File: src/rtl/riscv_ctrl_pkg.sv
// Shared encodings for the multi-cycle RV32I controller: opcodes, funct fields,
// datapath select codes, FSM states and small decode helpers.
package riscv_ctrl_pkg;

  localparam logic [6:0] OPC_LUI    = 7'b0110111;
  localparam logic [6:0] OPC_AUIPC  = 7'b0010111;
  localparam logic [6:0] OPC_JAL    = 7'b1101111;
  localparam logic [6:0] OPC_JALR   = 7'b1100111;
  localparam logic [6:0] OPC_BRANCH = 7'b1100011;
  localparam logic [6:0] OPC_LOAD   = 7'b0000011;
  localparam logic [6:0] OPC_OP_IMM = 7'b0010011;
  localparam logic [6:0] OPC_STORE  = 7'b0100011;
  localparam logic [6:0] OPC_OP     = 7'b0110011;

  localparam logic [6:0] F7_ALT = 7'b0100000;

  localparam logic [2:0] F3_BEQ  = 3'b000;
  localparam logic [2:0] F3_BNE  = 3'b001;
  localparam logic [2:0] F3_BLT  = 3'b100;
  localparam logic [2:0] F3_BGE  = 3'b101;
  localparam logic [2:0] F3_BLTU = 3'b110;
  localparam logic [2:0] F3_BGEU = 3'b111;

  localparam logic [2:0] F3_LB  = 3'b000;
  localparam logic [2:0] F3_LH  = 3'b001;
  localparam logic [2:0] F3_LW  = 3'b010;
  localparam logic [2:0] F3_LBU = 3'b100;
  localparam logic [2:0] F3_LHU = 3'b101;

  localparam logic [2:0] F3_SB = 3'b000;
  localparam logic [2:0] F3_SH = 3'b001;
  localparam logic [2:0] F3_SW = 3'b010;

  localparam logic [2:0] F3_SRX = 3'b101;

  localparam logic [1:0] MW_NONE = 2'b00;
  localparam logic [1:0] MW_SW   = 2'b01;
  localparam logic [1:0] MW_SH   = 2'b10;
  localparam logic [1:0] MW_SB   = 2'b11;

  localparam logic [2:0] RM_LW  = 3'b000;
  localparam logic [2:0] RM_LHU = 3'b001;
  localparam logic [2:0] RM_LBU = 3'b010;
  localparam logic [2:0] RM_LH  = 3'b011;
  localparam logic [2:0] RM_LB  = 3'b110;

  localparam logic [2:0] IMM_I = 3'b000;
  localparam logic [2:0] IMM_S = 3'b001;
  localparam logic [2:0] IMM_B = 3'b010;
  localparam logic [2:0] IMM_U = 3'b011;
  localparam logic [2:0] IMM_J = 3'b100;

  typedef enum logic [2:0] {
    ST_FETCH     = 3'd0,
    ST_DECODE    = 3'd1,
    ST_EXECUTE   = 3'd2,
    ST_MEM       = 3'd3,
    ST_WRITEBACK = 3'd4,
    ST_TRAP      = 3'd5
  } state_e;

  // Only the fields the controller looks at are kept from the fetched word.
  typedef struct packed {
    logic [6:0] funct7;
    logic [2:0] funct3;
    logic [6:0] opcode;
  } instr_fields_t;

  function automatic logic instr_legal(instr_fields_t f);
    logic ok;
    ok = 1'b0;
    case (f.opcode)
      OPC_LUI, OPC_AUIPC, OPC_JAL, OPC_JALR, OPC_OP_IMM, OPC_OP: ok = 1'b1;
      OPC_BRANCH: ok = (f.funct3 != 3'b010) && (f.funct3 != 3'b011);
      OPC_LOAD:   ok = f.funct3 inside {F3_LB, F3_LH, F3_LW, F3_LBU, F3_LHU};
      OPC_STORE:  ok = f.funct3 inside {F3_SB, F3_SH, F3_SW};
      default:    ok = 1'b0;
    endcase
    return ok;
  endfunction

  function automatic logic [2:0] load_readmode(logic [2:0] funct3);
    logic [2:0] rm;
    case (funct3)
      F3_LB:   rm = RM_LB;
      F3_LH:   rm = RM_LH;
      F3_LBU:  rm = RM_LBU;
      F3_LHU:  rm = RM_LHU;
      default: rm = RM_LW;
    endcase
    return rm;
  endfunction

  function automatic logic [1:0] store_memwrite(logic [2:0] funct3);
    logic [1:0] mw;
    case (funct3)
      F3_SB:   mw = MW_SB;
      F3_SH:   mw = MW_SH;
      F3_SW:   mw = MW_SW;
      default: mw = MW_NONE;
    endcase
    return mw;
  endfunction

endpackage

File: src/rtl/multicycle_controller_if.sv
// Control/status bundle between the multi-cycle controller (master) and the
// datapath plus memory/MMIO side (slave).
interface multicycle_controller_if #(
  parameter int MMIO_CHANNELS = 2
);
  logic [31:0]              Instr;
  logic                     instr_valid;
  logic [31:0]              RF_OUT1;
  logic [31:0]              RF_OUT2;
  logic [31:0]              ALUResult;
  logic                     mem_ready;
  logic                     IRWrite;
  logic                     PCWrite;
  logic                     PCSrc;
  logic                     RegWrite;
  logic                     ResultSrc;
  logic                     RF_WD_SRC;
  logic [1:0]               MemWrite;
  logic [1:0]               ALUSrc;
  logic [2:0]               ImmSrc;
  logic [2:0]               READMODE;
  logic [3:0]               ALUControl;
  logic                     mem_req;
  logic [MMIO_CHANNELS-1:0] mmio_rd_en;
  logic [MMIO_CHANNELS-1:0] mmio_wr_en;
  logic                     illegal_instr;
  logic                     bus_error;
  logic [2:0]               state_o;

  modport master (
    input  Instr, instr_valid, RF_OUT1, RF_OUT2, ALUResult, mem_ready,
    output IRWrite, PCWrite, PCSrc, RegWrite, ResultSrc, RF_WD_SRC,
           MemWrite, ALUSrc, ImmSrc, READMODE, ALUControl, mem_req,
           mmio_rd_en, mmio_wr_en, illegal_instr, bus_error, state_o
  );

  modport slave (
    output Instr, instr_valid, RF_OUT1, RF_OUT2, ALUResult, mem_ready,
    input  IRWrite, PCWrite, PCSrc, RegWrite, ResultSrc, RF_WD_SRC,
           MemWrite, ALUSrc, ImmSrc, READMODE, ALUControl, mem_req,
           mmio_rd_en, mmio_wr_en, illegal_instr, bus_error, state_o
  );
endinterface

File: src/rtl/mmio_decoder.sv
// Combinational MMIO window decode: address -> {hit, one-hot channel, offset
// within the channel window}.
module mmio_decoder #(
  parameter logic [31:0] BASE     = 32'h0000_0400,
  parameter int          CHANNELS = 2,
  parameter int          STRIDE   = 8,
  parameter int          OFF_W    = $clog2(STRIDE)
) (
  input  logic [31:0]         i_addr,
  output logic                o_hit,
  output logic [CHANNELS-1:0] o_chan,
  output logic [OFF_W-1:0]    o_offset
);

  localparam logic [31:0] SPAN = 32'(CHANNELS * STRIDE);

  logic [31:0] w_rel;
  logic [31:0] w_idx;

  assign w_rel    = i_addr - BASE;
  assign w_idx    = w_rel >> OFF_W;
  assign o_hit    = (i_addr >= BASE) && (w_rel < SPAN);
  assign o_offset = w_rel[OFF_W-1:0];

  always_comb begin
    o_chan = '0;
    for (int k = 0; k < CHANNELS; k++) begin
      o_chan[k] = o_hit && (w_idx == 32'(k));
    end
  end

endmodule

File: src/rtl/multicycle_controller.sv
// Multi-cycle RV32I control unit: FETCH/DECODE/EXECUTE/MEM/WRITEBACK sequencing,
// stall-tolerant memory handshake with timeout, and per-channel MMIO strobes.
module multicycle_controller
  import riscv_ctrl_pkg::*;
#(
  parameter logic [31:0] MMIO_BASE     = 32'h0000_0400,
  parameter int          MMIO_CHANNELS = 2,
  parameter int          MMIO_STRIDE   = 8,
  parameter int          MEM_TIMEOUT   = 15
) (
  input  logic                    clk,
  input  logic                    reset,
  multicycle_controller_if.master bus
);

  localparam int         OFF_W         = $clog2(MMIO_STRIDE);
  localparam logic [7:0] TIMEOUT_LIMIT = 8'(MEM_TIMEOUT);

  state_e                   r_state;
  state_e                   w_next;
  instr_fields_t            r_ir;
  logic [7:0]               r_wait_cnt;
  logic                     r_mem_first;
  logic                     r_illegal;
  logic                     r_bus_error;

  logic                     w_fetch_take;
  logic                     w_legal;
  logic                     w_is_load;
  logic                     w_is_store;
  logic                     w_is_jump;
  logic                     w_taken;
  logic                     w_timeout;
  logic [1:0]               w_alu_src;
  logic [3:0]               w_alu_ctrl;
  logic [2:0]               w_imm_src;
  logic                     w_mmio_hit;
  logic [MMIO_CHANNELS-1:0] w_mmio_chan;
  logic [OFF_W-1:0]         w_mmio_off;
  logic                     w_unused_instr;

  mmio_decoder #(
    .BASE     (MMIO_BASE),
    .CHANNELS (MMIO_CHANNELS),
    .STRIDE   (MMIO_STRIDE),
    .OFF_W    (OFF_W)
  ) u_mmio_decoder (
    .i_addr   (bus.ALUResult),
    .o_hit    (w_mmio_hit),
    .o_chan   (w_mmio_chan),
    .o_offset (w_mmio_off)
  );

  // Register/immediate fields are consumed by the datapath, not here.
  assign w_unused_instr = ^{bus.Instr[24:15], bus.Instr[11:7], w_mmio_hit};

  assign w_fetch_take = (r_state == ST_FETCH) && bus.instr_valid;
  assign w_legal      = instr_legal(r_ir);
  assign w_is_load    = (r_ir.opcode == OPC_LOAD);
  assign w_is_store   = (r_ir.opcode == OPC_STORE);
  assign w_is_jump    = (r_ir.opcode == OPC_JAL) || (r_ir.opcode == OPC_JALR);
  assign w_timeout    = (r_state == ST_MEM) && !bus.mem_ready &&
                        (r_wait_cnt == TIMEOUT_LIMIT);

  always_comb begin
    case (r_ir.funct3)
      F3_BEQ:  w_taken = (bus.RF_OUT1 == bus.RF_OUT2);
      F3_BNE:  w_taken = (bus.RF_OUT1 != bus.RF_OUT2);
      F3_BLT:  w_taken = ($signed(bus.RF_OUT1) <  $signed(bus.RF_OUT2));
      F3_BGE:  w_taken = ($signed(bus.RF_OUT1) >= $signed(bus.RF_OUT2));
      F3_BLTU: w_taken = (bus.RF_OUT1 <  bus.RF_OUT2);
      F3_BGEU: w_taken = (bus.RF_OUT1 >= bus.RF_OUT2);
      default: w_taken = 1'b0;
    endcase
  end

  // Operand selects: bit0 of ALUSrc picks PC, bit1 picks the immediate.
  always_comb begin
    w_alu_src  = 2'b00;
    w_alu_ctrl = 4'b0000;
    w_imm_src  = IMM_I;
    case (r_ir.opcode)
      OPC_LUI:    begin w_alu_src = 2'b10; w_alu_ctrl = 4'b1111; w_imm_src = IMM_U; end
      OPC_AUIPC:  begin w_alu_src = 2'b11; w_imm_src = IMM_U; end
      OPC_JAL:    begin w_alu_src = 2'b11; w_imm_src = IMM_J; end
      OPC_JALR:   begin w_alu_src = 2'b10; w_imm_src = IMM_I; end
      OPC_BRANCH: begin w_alu_src = 2'b11; w_imm_src = IMM_B; end
      OPC_LOAD:   begin w_alu_src = 2'b10; w_imm_src = IMM_I; end
      OPC_STORE:  begin w_alu_src = 2'b10; w_imm_src = IMM_S; end
      OPC_OP_IMM: begin
        w_alu_src  = 2'b10;
        w_alu_ctrl = {r_ir.funct3, (r_ir.funct3 == F3_SRX) && (r_ir.funct7 == F7_ALT)};
      end
      OPC_OP:     w_alu_ctrl = {r_ir.funct3, r_ir.funct7 == F7_ALT};
      default:    ;
    endcase
  end

  always_comb begin
    // NOTE: every output and the next state get a default first, so no path
    // through the case can leave a value unassigned and infer a latch.
    w_next         = r_state;
    bus.IRWrite    = 1'b0;
    bus.PCWrite    = 1'b0;
    bus.PCSrc      = 1'b0;
    bus.RegWrite   = 1'b0;
    bus.ResultSrc  = 1'b0;
    bus.RF_WD_SRC  = 1'b0;
    bus.MemWrite   = MW_NONE;
    bus.ALUSrc     = 2'b00;
    bus.ImmSrc     = 3'b000;
    bus.READMODE   = 3'b000;
    bus.ALUControl = 4'b0000;
    bus.mem_req    = 1'b0;
    bus.mmio_rd_en = '0;
    bus.mmio_wr_en = '0;

    // ALU controls stay valid while the address/result is still consumed.
    if (r_state inside {ST_EXECUTE, ST_MEM, ST_WRITEBACK}) begin
      bus.ALUSrc     = w_alu_src;
      bus.ALUControl = w_alu_ctrl;
      bus.ImmSrc     = w_imm_src;
    end

    unique case (r_state)
      ST_FETCH: begin
        if (bus.instr_valid) begin
          bus.IRWrite = 1'b1;
          w_next      = ST_DECODE;
        end
      end
      ST_DECODE: w_next = w_legal ? ST_EXECUTE : ST_TRAP;
      ST_EXECUTE: begin
        if (r_ir.opcode == OPC_BRANCH) begin
          bus.PCWrite = 1'b1;
          bus.PCSrc   = w_taken;
          w_next      = ST_FETCH;
        end else if (w_is_load || w_is_store) begin
          w_next = ST_MEM;
        end else begin
          w_next = ST_WRITEBACK;
        end
      end
      ST_MEM: begin
        if (!w_timeout) begin
          bus.mem_req  = 1'b1;
          bus.MemWrite = w_is_store ? store_memwrite(r_ir.funct3) : MW_NONE;
          bus.READMODE = w_is_load ? load_readmode(r_ir.funct3) : 3'b000;
        end
        if (r_mem_first) begin
          if (w_is_store && (w_mmio_off == OFF_W'(0)))
            bus.mmio_wr_en = w_mmio_chan;
          if (w_is_load && (r_ir.funct3 == F3_LW) && (w_mmio_off == OFF_W'(4)))
            bus.mmio_rd_en = w_mmio_chan;
        end
        if (bus.mem_ready) begin
          if (w_is_store) begin
            bus.PCWrite = 1'b1;
            w_next      = ST_FETCH;
          end else begin
            w_next = ST_WRITEBACK;
          end
        end else if (w_timeout) begin
          w_next = ST_TRAP;
        end
      end
      ST_WRITEBACK: begin
        bus.RegWrite  = 1'b1;
        bus.PCWrite   = 1'b1;
        bus.ResultSrc = w_is_load;
        bus.READMODE  = w_is_load ? load_readmode(r_ir.funct3) : 3'b000;
        bus.RF_WD_SRC = w_is_jump;
        bus.PCSrc     = w_is_jump;
        w_next        = ST_FETCH;
      end
      ST_TRAP: w_next = ST_TRAP;
      default: w_next = ST_FETCH;
    endcase
  end

  // NOTE: state registers use non-blocking assignments so every flop samples
  // pre-edge values regardless of statement order.
  always_ff @(posedge clk or posedge reset) begin
    if (reset) begin
      r_state     <= ST_FETCH;
      r_ir        <= '0;
      r_wait_cnt  <= 8'd0;
      r_mem_first <= 1'b0;
      r_illegal   <= 1'b0;
      r_bus_error <= 1'b0;
    end else begin
      r_state     <= w_next;
      r_mem_first <= (r_state == ST_EXECUTE) && (w_next == ST_MEM);
      if (w_fetch_take)
        r_ir <= '{funct7: bus.Instr[31:25], funct3: bus.Instr[14:12], opcode: bus.Instr[6:0]};
      if ((r_state == ST_MEM) && !bus.mem_ready && !w_timeout)
        r_wait_cnt <= r_wait_cnt + 8'd1;
      else
        r_wait_cnt <= 8'd0;
      if ((r_state == ST_DECODE) && !w_legal)
        r_illegal <= 1'b1;
      if (w_timeout)
        r_bus_error <= 1'b1;
    end
  end

  assign bus.illegal_instr = r_illegal;
  assign bus.bus_error     = r_bus_error;
  assign bus.state_o       = r_state;

endmodule

File: src/flat_wrapper.sv
// flat-port wrapper written by rule: the top's interface ports become plain ports
module multicycle_controller_flat import riscv_ctrl_pkg::*;
#(
  parameter logic [31:0] MMIO_BASE     = 32'h0000_0400,
  parameter int          MMIO_CHANNELS = 2,
  parameter int          MMIO_STRIDE   = 8,
  parameter int          MEM_TIMEOUT   = 15
)
  (clk, reset, bus_Instr, bus_instr_valid, bus_RF_OUT1, bus_RF_OUT2, bus_ALUResult, bus_mem_ready, bus_IRWrite, bus_PCWrite, bus_PCSrc, bus_RegWrite, bus_ResultSrc, bus_RF_WD_SRC, bus_MemWrite, bus_ALUSrc, bus_ImmSrc, bus_READMODE, bus_ALUControl, bus_mem_req, bus_mmio_rd_en, bus_mmio_wr_en, bus_illegal_instr, bus_bus_error, bus_state_o);
  multicycle_controller_if #(.MMIO_CHANNELS(MMIO_CHANNELS)) bus_i ();
  input  logic clk;
  input  logic reset;
  input wire logic [$bits(bus_i.Instr)-1:0] bus_Instr;
  input wire logic [$bits(bus_i.instr_valid)-1:0] bus_instr_valid;
  input wire logic [$bits(bus_i.RF_OUT1)-1:0] bus_RF_OUT1;
  input wire logic [$bits(bus_i.RF_OUT2)-1:0] bus_RF_OUT2;
  input wire logic [$bits(bus_i.ALUResult)-1:0] bus_ALUResult;
  input wire logic [$bits(bus_i.mem_ready)-1:0] bus_mem_ready;
  output wire logic [$bits(bus_i.IRWrite)-1:0] bus_IRWrite;
  output wire logic [$bits(bus_i.PCWrite)-1:0] bus_PCWrite;
  output wire logic [$bits(bus_i.PCSrc)-1:0] bus_PCSrc;
  output wire logic [$bits(bus_i.RegWrite)-1:0] bus_RegWrite;
  output wire logic [$bits(bus_i.ResultSrc)-1:0] bus_ResultSrc;
  output wire logic [$bits(bus_i.RF_WD_SRC)-1:0] bus_RF_WD_SRC;
  output wire logic [$bits(bus_i.MemWrite)-1:0] bus_MemWrite;
  output wire logic [$bits(bus_i.ALUSrc)-1:0] bus_ALUSrc;
  output wire logic [$bits(bus_i.ImmSrc)-1:0] bus_ImmSrc;
  output wire logic [$bits(bus_i.READMODE)-1:0] bus_READMODE;
  output wire logic [$bits(bus_i.ALUControl)-1:0] bus_ALUControl;
  output wire logic [$bits(bus_i.mem_req)-1:0] bus_mem_req;
  output wire logic [$bits(bus_i.mmio_rd_en)-1:0] bus_mmio_rd_en;
  output wire logic [$bits(bus_i.mmio_wr_en)-1:0] bus_mmio_wr_en;
  output wire logic [$bits(bus_i.illegal_instr)-1:0] bus_illegal_instr;
  output wire logic [$bits(bus_i.bus_error)-1:0] bus_bus_error;
  output wire logic [$bits(bus_i.state_o)-1:0] bus_state_o;
  assign bus_i.Instr = bus_Instr;
  assign bus_i.instr_valid = bus_instr_valid;
  assign bus_i.RF_OUT1 = bus_RF_OUT1;
  assign bus_i.RF_OUT2 = bus_RF_OUT2;
  assign bus_i.ALUResult = bus_ALUResult;
  assign bus_i.mem_ready = bus_mem_ready;
  assign bus_IRWrite = bus_i.IRWrite;
  assign bus_PCWrite = bus_i.PCWrite;
  assign bus_PCSrc = bus_i.PCSrc;
  assign bus_RegWrite = bus_i.RegWrite;
  assign bus_ResultSrc = bus_i.ResultSrc;
  assign bus_RF_WD_SRC = bus_i.RF_WD_SRC;
  assign bus_MemWrite = bus_i.MemWrite;
  assign bus_ALUSrc = bus_i.ALUSrc;
  assign bus_ImmSrc = bus_i.ImmSrc;
  assign bus_READMODE = bus_i.READMODE;
  assign bus_ALUControl = bus_i.ALUControl;
  assign bus_mem_req = bus_i.mem_req;
  assign bus_mmio_rd_en = bus_i.mmio_rd_en;
  assign bus_mmio_wr_en = bus_i.mmio_wr_en;
  assign bus_illegal_instr = bus_i.illegal_instr;
  assign bus_bus_error = bus_i.bus_error;
  assign bus_state_o = bus_i.state_o;
  multicycle_controller #(.MMIO_BASE(MMIO_BASE), .MMIO_CHANNELS(MMIO_CHANNELS), .MMIO_STRIDE(MMIO_STRIDE), .MEM_TIMEOUT(MEM_TIMEOUT)) u_core (.clk(clk), .reset(reset), .bus(bus_i));
endmodule
File: config.mk
export PLATFORM = sky130hd
export DESIGN_NAME = multicycle_controller_flat
export DESIGN_NICKNAME = d
export VERILOG_FILES = /design/src/rtl/riscv_ctrl_pkg.sv /design/src/rtl/multicycle_controller_if.sv /design/src/rtl/mmio_decoder.sv /design/src/rtl/multicycle_controller.sv /design/src/flat_wrapper.sv
export SDC_FILE = /design/constraint.sdc
export NUM_CORES = 1
export LEC_CHECK = 0
export CORE_MARGIN = 2
export CORE_UTILIZATION = 35
export CTS_CLUSTER_DIAMETER = 60
export DETAILED_ROUTE_END_ITERATION = 16
export HOLD_SLACK_MARGIN = 0.05
export PLACE_DENSITY = 0.73
export SETUP_SLACK_MARGIN = 0.02
export SLEW_MARGIN = 10
export SYNTH_ARGS = -nofsm -noshare
export SYNTH_HDL_FRONTEND = slang
export SYNTH_SLANG_ARGS = --single-unit
File: constraint.sdc
create_clock -name clk -period 7.35 [get_ports clk]
set_input_delay 1.47 -clock clk [delete_from_list [all_inputs] [get_ports clk]]
set_output_delay 1.47 -clock clk [all_outputs]
set_load 0.01 [all_outputs]
==> results of run 1 <==
## registers in the layout, indices dropped and copies added (netlist names)
signal / cells
u_core.r_ir: 17
u_core.r_mem_first: 1
u_core.r_wait_cnt: 8
u_core.bus.state_o: 3
u_core.bus.bus_error: 1
u_core.bus.illegal_instr: 1
## worst max-delay path, stage by stage
cell and delay, ns:
clkdlybuf4s50_1 0.59, inv_1 0.07, ha_1 0.28, o21bai_1 0.19, a21o_2 0.24, a2111oi_4 0.33
o2111ai_1 0.16, nor4_2 0.41, nand2_1 0.12, nor3_1 0.15, clkdlybuf4s50_1 0.56
## metrics by stage
step	worst slack [ns]	total power, W	hold slack (ns)	std cells	instance area (sq um)
6_report	1.29	0.000793	0.465	619	4660
5_1_grt	0.997	0.000865	0.475	619	4660
4_1_cts	1.26	0.000799	0.465	619	4660
3_5_place_dp	1.26	0.000641	0.455	611	4550
3_3_place_gp	1.33	0.000629	0.446	611	4550
2_1_floorplan	2.58	0.000493	0.425	367	2980
## area by class of cell
| cell class | count | area, sq um |
|---|---|---|
| multi-input cells | 283 | 2010 |
| well taps | 105 | 131 |
| repair buffers | 148 | 1480 |
| flip-flops and latches | 31 | 776 |
| clock inverters | 1 | 7.51 |
| inverters | 44 | 165 |
| fillers | 764 | 3560 |
| clock buffers | 7 | 96.3 |
## cell families (layout without fill, tap and decap cells)
family	after synthesis	in the layout
AND/OR/NAND/NOR	153	153
AO/OA/AOI/OAI	74	74
buffers and inverters	53	200
adder cells (fa/ha/maj)	35	35
flip-flops	31	31
multiplexers	13	13
XOR/XNOR	8	8
## cell usage in the layout (no fill, tap or decap), drive strengths merged, types with 2 or more instances in the layout
master	Yosys	final
o21ai	15	15
a21o	6	6
nand2b	7	7
and2	2	2
inv	44	44
xnor2	5	5
xor2	3	3
nor2b	2	2
o31ai	3	3
or4	6	6
o311ai	2	2
or3	3	3
mux2	13	13
buf	2	2
a21oi	25	25
clkbuf	7	7
nand3	15	15
nor3	13	13
nand2	29	29
nor2	33	33
and3	5	5
nor4b	3	3
o211ai	4	4
a211oi	2	2
ha	35	35
nor4	10	10
dfrtp	31	31
clkdlybuf4s50	0	146
or2	5	5
nand4	14	14
## per-layer routing
layer,vias to the layer above,track usage,share of wire
met1,1464,0.248,0.43
li1,1623,-,-
met3,15,0.0352,0.078
met5,-,0,0
met2,121,0.359,0.48
met4,0,0.0655,0.019
## how the worst min path moves through the flow
stage | startpoint | endpoint | cells after the start
2_1_floorplan | u_core.r_wait_cnt[0] | u_core.r_wait_cnt[0] | 1
3_5_place_dp | u_core.bus.bus_error | u_core.bus.bus_error | 1
5_1_grt | u_core.r_wait_cnt[0] | u_core.r_wait_cnt[0] | 1
4_1_cts | u_core.r_wait_cnt[0] | u_core.r_wait_cnt[0] | 1
6_report | u_core.bus.bus_error | u_core.bus.bus_error | 1
3_3_place_gp | u_core.bus.illegal_instr | u_core.bus.illegal_instr | 1
## power breakdown
part | leakage [nW] | internal (W) | switching [W] | total (W)
registers | 0.385 | 0.000224 | 0.0000812 | 0.000305
clock network | 0.0505 | 0.0000851 | 0.0000669 | 0.000152
logic | 1.50 | 0.000183 | 0.000153 | 0.000335
==> flow_summary.json, run 1 <==
{
  "outcome": "completed",
  "area_delta_synth_final_pct": 56.4,
  "grt_pass1_vias": 3310,
  "io_buffer_count": 146,
  "yosys.area.top_type_share": 0.261,
  "yosys_warnings": 0,
  "yosysSeqAreaShare": 0.261,
  "maxCapViolCount": 0,
  "drive_gt1_frac": 0.0584,
  "worstSetupPathType": "in -> out",
  "clock_path_buffers": 2,
  "critPathLaunch": "bus_ALUResult[10]",
  "grt_pass1_wl_mm": 14.9,
  "slew_violations": 0,
  "synth_area_leaders": "dfrtp_1 26%, ha_1 15%, inv_1 5.5%, a21oi_1 4.2%, nor2_1 4.2%",
  "hold_viol": 0,
  "crit_fanout": 7,
  "antenna_found_initial": 0,
  "dieArea_sq_um": 9260,
  "required_ns": 5.88,
  "crit_path_end": "bus_mmio_wr_en[1]",
  "grt-ovfl-total": 0,
  "power_density_nw_per_um2": 170,
  "io_pins": 162,
  "synth_compound_area_frac": 0.168,
  "p_leak_nw": 1.94,
  "rsz0062_at_grt": "false",
  "skew_ns": 0.00601,
  "cts-buffers-inserted": 5,
  "vias": 3223,
  "wirelength_mm": 9.02,
  "start_kind": "input pin",
  "synth-edff-count": 0,
  "fin_tns_setup_ns": 0,
  "max_freq_mhz": 165,
  "dr.pass1.iters": 4,
  "ys_ff_latch": 31,
  "worstSkewPairLatency_ns": 0.29,
  "syn-instance-count": 367,
  "gp_congestion": 0.836,
  "viasPerCell": 5.21,
  "tightest_slew_ns": 0.652,
  "ant_nets": 0,
  "setup_viol": 0,
  "cts_resized": 0,
  "synth_area_leader_cell": "dfrtp_1",
  "cts.sink_count": 31,
  "slew_headroom": 0.561,
  "wire_per_inst_um": 14.6,
  "utilization": 0.567,
  "cp.arrival_ns": 4.59,
  "grt_use_total": 0.203,
  "rows": 33,
  "fin_crit_sh": 0.824,
  "num_antenna_cells": 0,
  "core_area_sq_um": 8220,
  "die_w_um": 96.2,
  "yosysMostFrequentCell": "inv_1",
  "yosysUniqueCellTypes": 64,
  "synthXorXnorAreaFrac": 0.0235,
  "cts_tree": "built",
  "timing.final.crit_period_ns": 6.06,
  "die_h_um": 96.2,
  "cts-root-buf": "clkbuf_8",
  "ir_drop_uv": 123,
  "dominantRegCellSynth": "dfrtp_1",
  "r2r_cells": 6,
  "ff2ff_setup_slack_ns": 5.26,
  "synthArstFlopShare": 1.00,
  "initial_utilization": 0.362,
  "clk_pin_slew_ns": 0.06,
  "synth_area_sq_um": 2980,
  "yosys-top-cells-count": "44 x inv_1, 35 x ha_1, 33 x nor2_1",
  "cts_hold_buf": 0,
  "synth_top_family_by_area": "simple AND/OR/NAND/NOR gates",
  "cts_setup_buffers": 0,
  "hold_path.class": "reg -> reg",
  "worstReg2RegStart": "u_core.r_ir[2]",
  "synthSimpleGateAreaFrac": 0.284,
  "h-tree-depth": 2,
  "synthesis.nets": 534,
  "drc": 0,
  "dpl.hpwl_mm": 7.51,
  "rr_endpoint": "u_core.bus.state_o[2]",
  "layout.nets": 680,
  "drtIter0Drc": 116,
  "cp-end-kind": "output port",
  "syn_avg_cell_area_sq_um": 8.11,
  "grt_max_degree": 32,
  "muxShareOfSynthArea": 0.0492,
  "synthAdderAreaFrac": 0.147
}
No activity file was read; power rests on OpenSTA's default activity.
==> run 2: changes to the inputs <==
clock period = 6 ns   (was 7.35 ns; I/O delays follow)
==> run 2 against run 1 <==
Effect of this change:
- critical endpoint is now bus_PCSrc
- sequential share of layout area hardly changed
- critical path depth stayed put
- clock power is 31% higher
- core utilization hardly changed
- sequential power is 23% higher
- combinational power is 24% higher
- largest cell class unchanged
- first-iteration DRC count is 36% higher
- clock skew hardly changed
- count of clock-buffer cells in the layout is 1 lower
- non-clock buffer count stayed put
- final cell count is 0.16% lower
==> flow_summary.json, run 2 (synthesis gave the netlist of run 1 again) <==
{
  "timing.final.crit_period_ns": 5.61,
  "max_freq_mhz": 178,
  "required_ns": 4.80,
  "layout.cells.most_common_list": "146 x clkdlybuf4s50_1, 44 x inv_1, 35 x ha_1",
  "viasPerCell": 5.22,
  "maxCapViolCount": 0,
  "skew_ns": 0.00584,
  "worstSkewPairLatency_ns": 0.28,
  "largest-register": "u_core.r_ir",
  "rsz0062_at_grt": "false",
  "drc": 0,
  "drtIter0Drc": 158,
  "grt_pass1_wl_mm": 15.0,
  "wire_per_inst_um": 14.9,
  "dr.pass1.iters": 4,
  "initial_utilization": 0.362,
  "grt_pass1_vias": 3329,
  "slew_violations": 0,
  "drive_gt1_frac": 0.0546,
  "grt_use_total": 0.204,
  "utilization": 0.567,
  "cts.sink_count": 31,
  "ant_nets": 0,
  "cts-root-buf": "clkbuf_8",
  "area_delta_synth_final_pct": 56.4,
  "gp_congestion": 0.837,
  "clk_pin_slew_ns": 0.06,
  "num_antenna_cells": 0,
  "hold_viol": 0,
  "io_pins": 162,
  "cp-end-kind": "output port",
  "final_common_cell": "clkdlybuf4s50_1",
  "crit_slowest_cell": "clkdlybuf4s50_1",
  "cts_hold_buf": 0,
  "cts_setup_buffers": 0,
  "hold_path.class": "reg -> reg",
  "dpl.hpwl_mm": 7.62,
  "grt_max_degree": 32,
  "ir_drop_uv": 177,
  "layout.nets": 680,
  "tightest_slew_ns": 0.595,
  "p_leak_nw": 1.94,
  "cts_tree": "built",
  "h-tree-depth": 2,
  "die_w_um": 96.2,
  "cts-buffers-inserted": 5,
  "clock_path_buffers": 2,
  "antenna_found_initial": 0,
  "worstSetupPathType": "in -> out",
  "die_h_um": 96.2,
  "grt-ovfl-total": 0,
  "cts_resized": 0,
  "outcome": "completed",
  "wirelength_mm": 9.24,
  "io_buffer_count": 146,
  "setup_viol": 0,
  "worstPathCellList": "clkdlybuf4s50_1 > inv_1 > ha_1 > nand4_1 > nor4_1 > nand3_1 > nand3_1 > nor3_1 > or4_1 > a32oi_1 > clkdlybuf4s50_1",
  "start_kind": "input pin",
  "largest_reg_flops": 17,
  "rows": 33,
  "cp.arrival_ns": 4.41,
  "dieArea_sq_um": 9260,
  "worst-path-buf-inv": 3,
  "fin_tns_setup_ns": 0,
  "crit_fanout": 6,
  "power_density_nw_per_um2": 212,
  "fin_crit_sh": 0.935,
  "max_stage_delay_ns": 0.59,
  "crit_family": "simple AND/OR/NAND/NOR gates",
  "slew_headroom": 0.599,
  "core_area_sq_um": 8220,
  "vias": 3229
}
run 2: final cells by class:
cell class / instances / area (sq um)
Clock inverter: 1 / 30.0
Inverter: 44 / 165
Tap cell: 105 / 131
Sequential cell: 31 / 776
Multi-Input combinational cell: 283 / 2010
Clock buffer: 6 / 72.6
Timing Repair Buffer: 148 / 1480
Fill cell: 768 / 3560
run 2: routing by layer:
layer | global-route usage | routed length (um)
met5 | 0 | 0
met2 | 0.369 | 4400
met1 | 0.240 | 3880
met4 | 0.0643 | 190
met3 | 0.0407 | 771
run 2: per-stage QoR:
step	worst slack (ns)	std cells	cell area (sq um)	power (W)	hold WS, ns
2_1_floorplan	1.77	367	2980	0.000604	0.425
4_1_cts	0.391	618	4660	0.000993	0.458
5_1_grt	0.217	618	4660	0.00107	0.484
6_report	0.389	618	4660	0.000990	0.453
3_3_place_gp	0.523	611	4550	0.000772	0.446
3_5_place_dp	0.401	611	4550	0.000788	0.449
run 2: final timing paths:
kind | from | depth (start not counted) | slack (ns) | to
worst max-delay path | bus_RF_OUT2[31] | 11 | 0.39 | bus_PCSrc
worst max register to register | u_core.r_ir[2] | 6 | 3.92 | u_core.bus.state_o[0]
max in group asynchronous | reset | 3 | 4.41 | u_core.bus.state_o[0]
min in group asynchronous | reset | 3 | 1.30 | u_core.r_ir[4]
worst min register to register | u_core.r_wait_cnt[0] | 1 | 0.45 | u_core.r_wait_cnt[0]
worst min-delay path | u_core.r_wait_cnt[0] | 1 | 0.45 | u_core.r_wait_cnt[0]
run 2: power breakdown:
| part | total (W) | leakage (nW) | internal (W) | switching [W] |
|---|---|---|---|---|
| registers | 0.000374 | 0.385 | 0.000275 | 0.0000998 |
| clock network | 0.000199 | 0.0513 | 0.000122 | 0.0000777 |
| logic | 0.000416 | 1.50 | 0.000224 | 0.000192 |
| total | 0.000990 | 1.94 | 0.000620 | 0.000370 |
==> run 3: changes to the inputs <==
CTS_CLUSTER_SIZE = 30   (was not set)
SKIP_LAST_GASP = 1   (was not set)
==> results of run 3 <==
Final layout, timing and power as in run 2 (identical DEF).
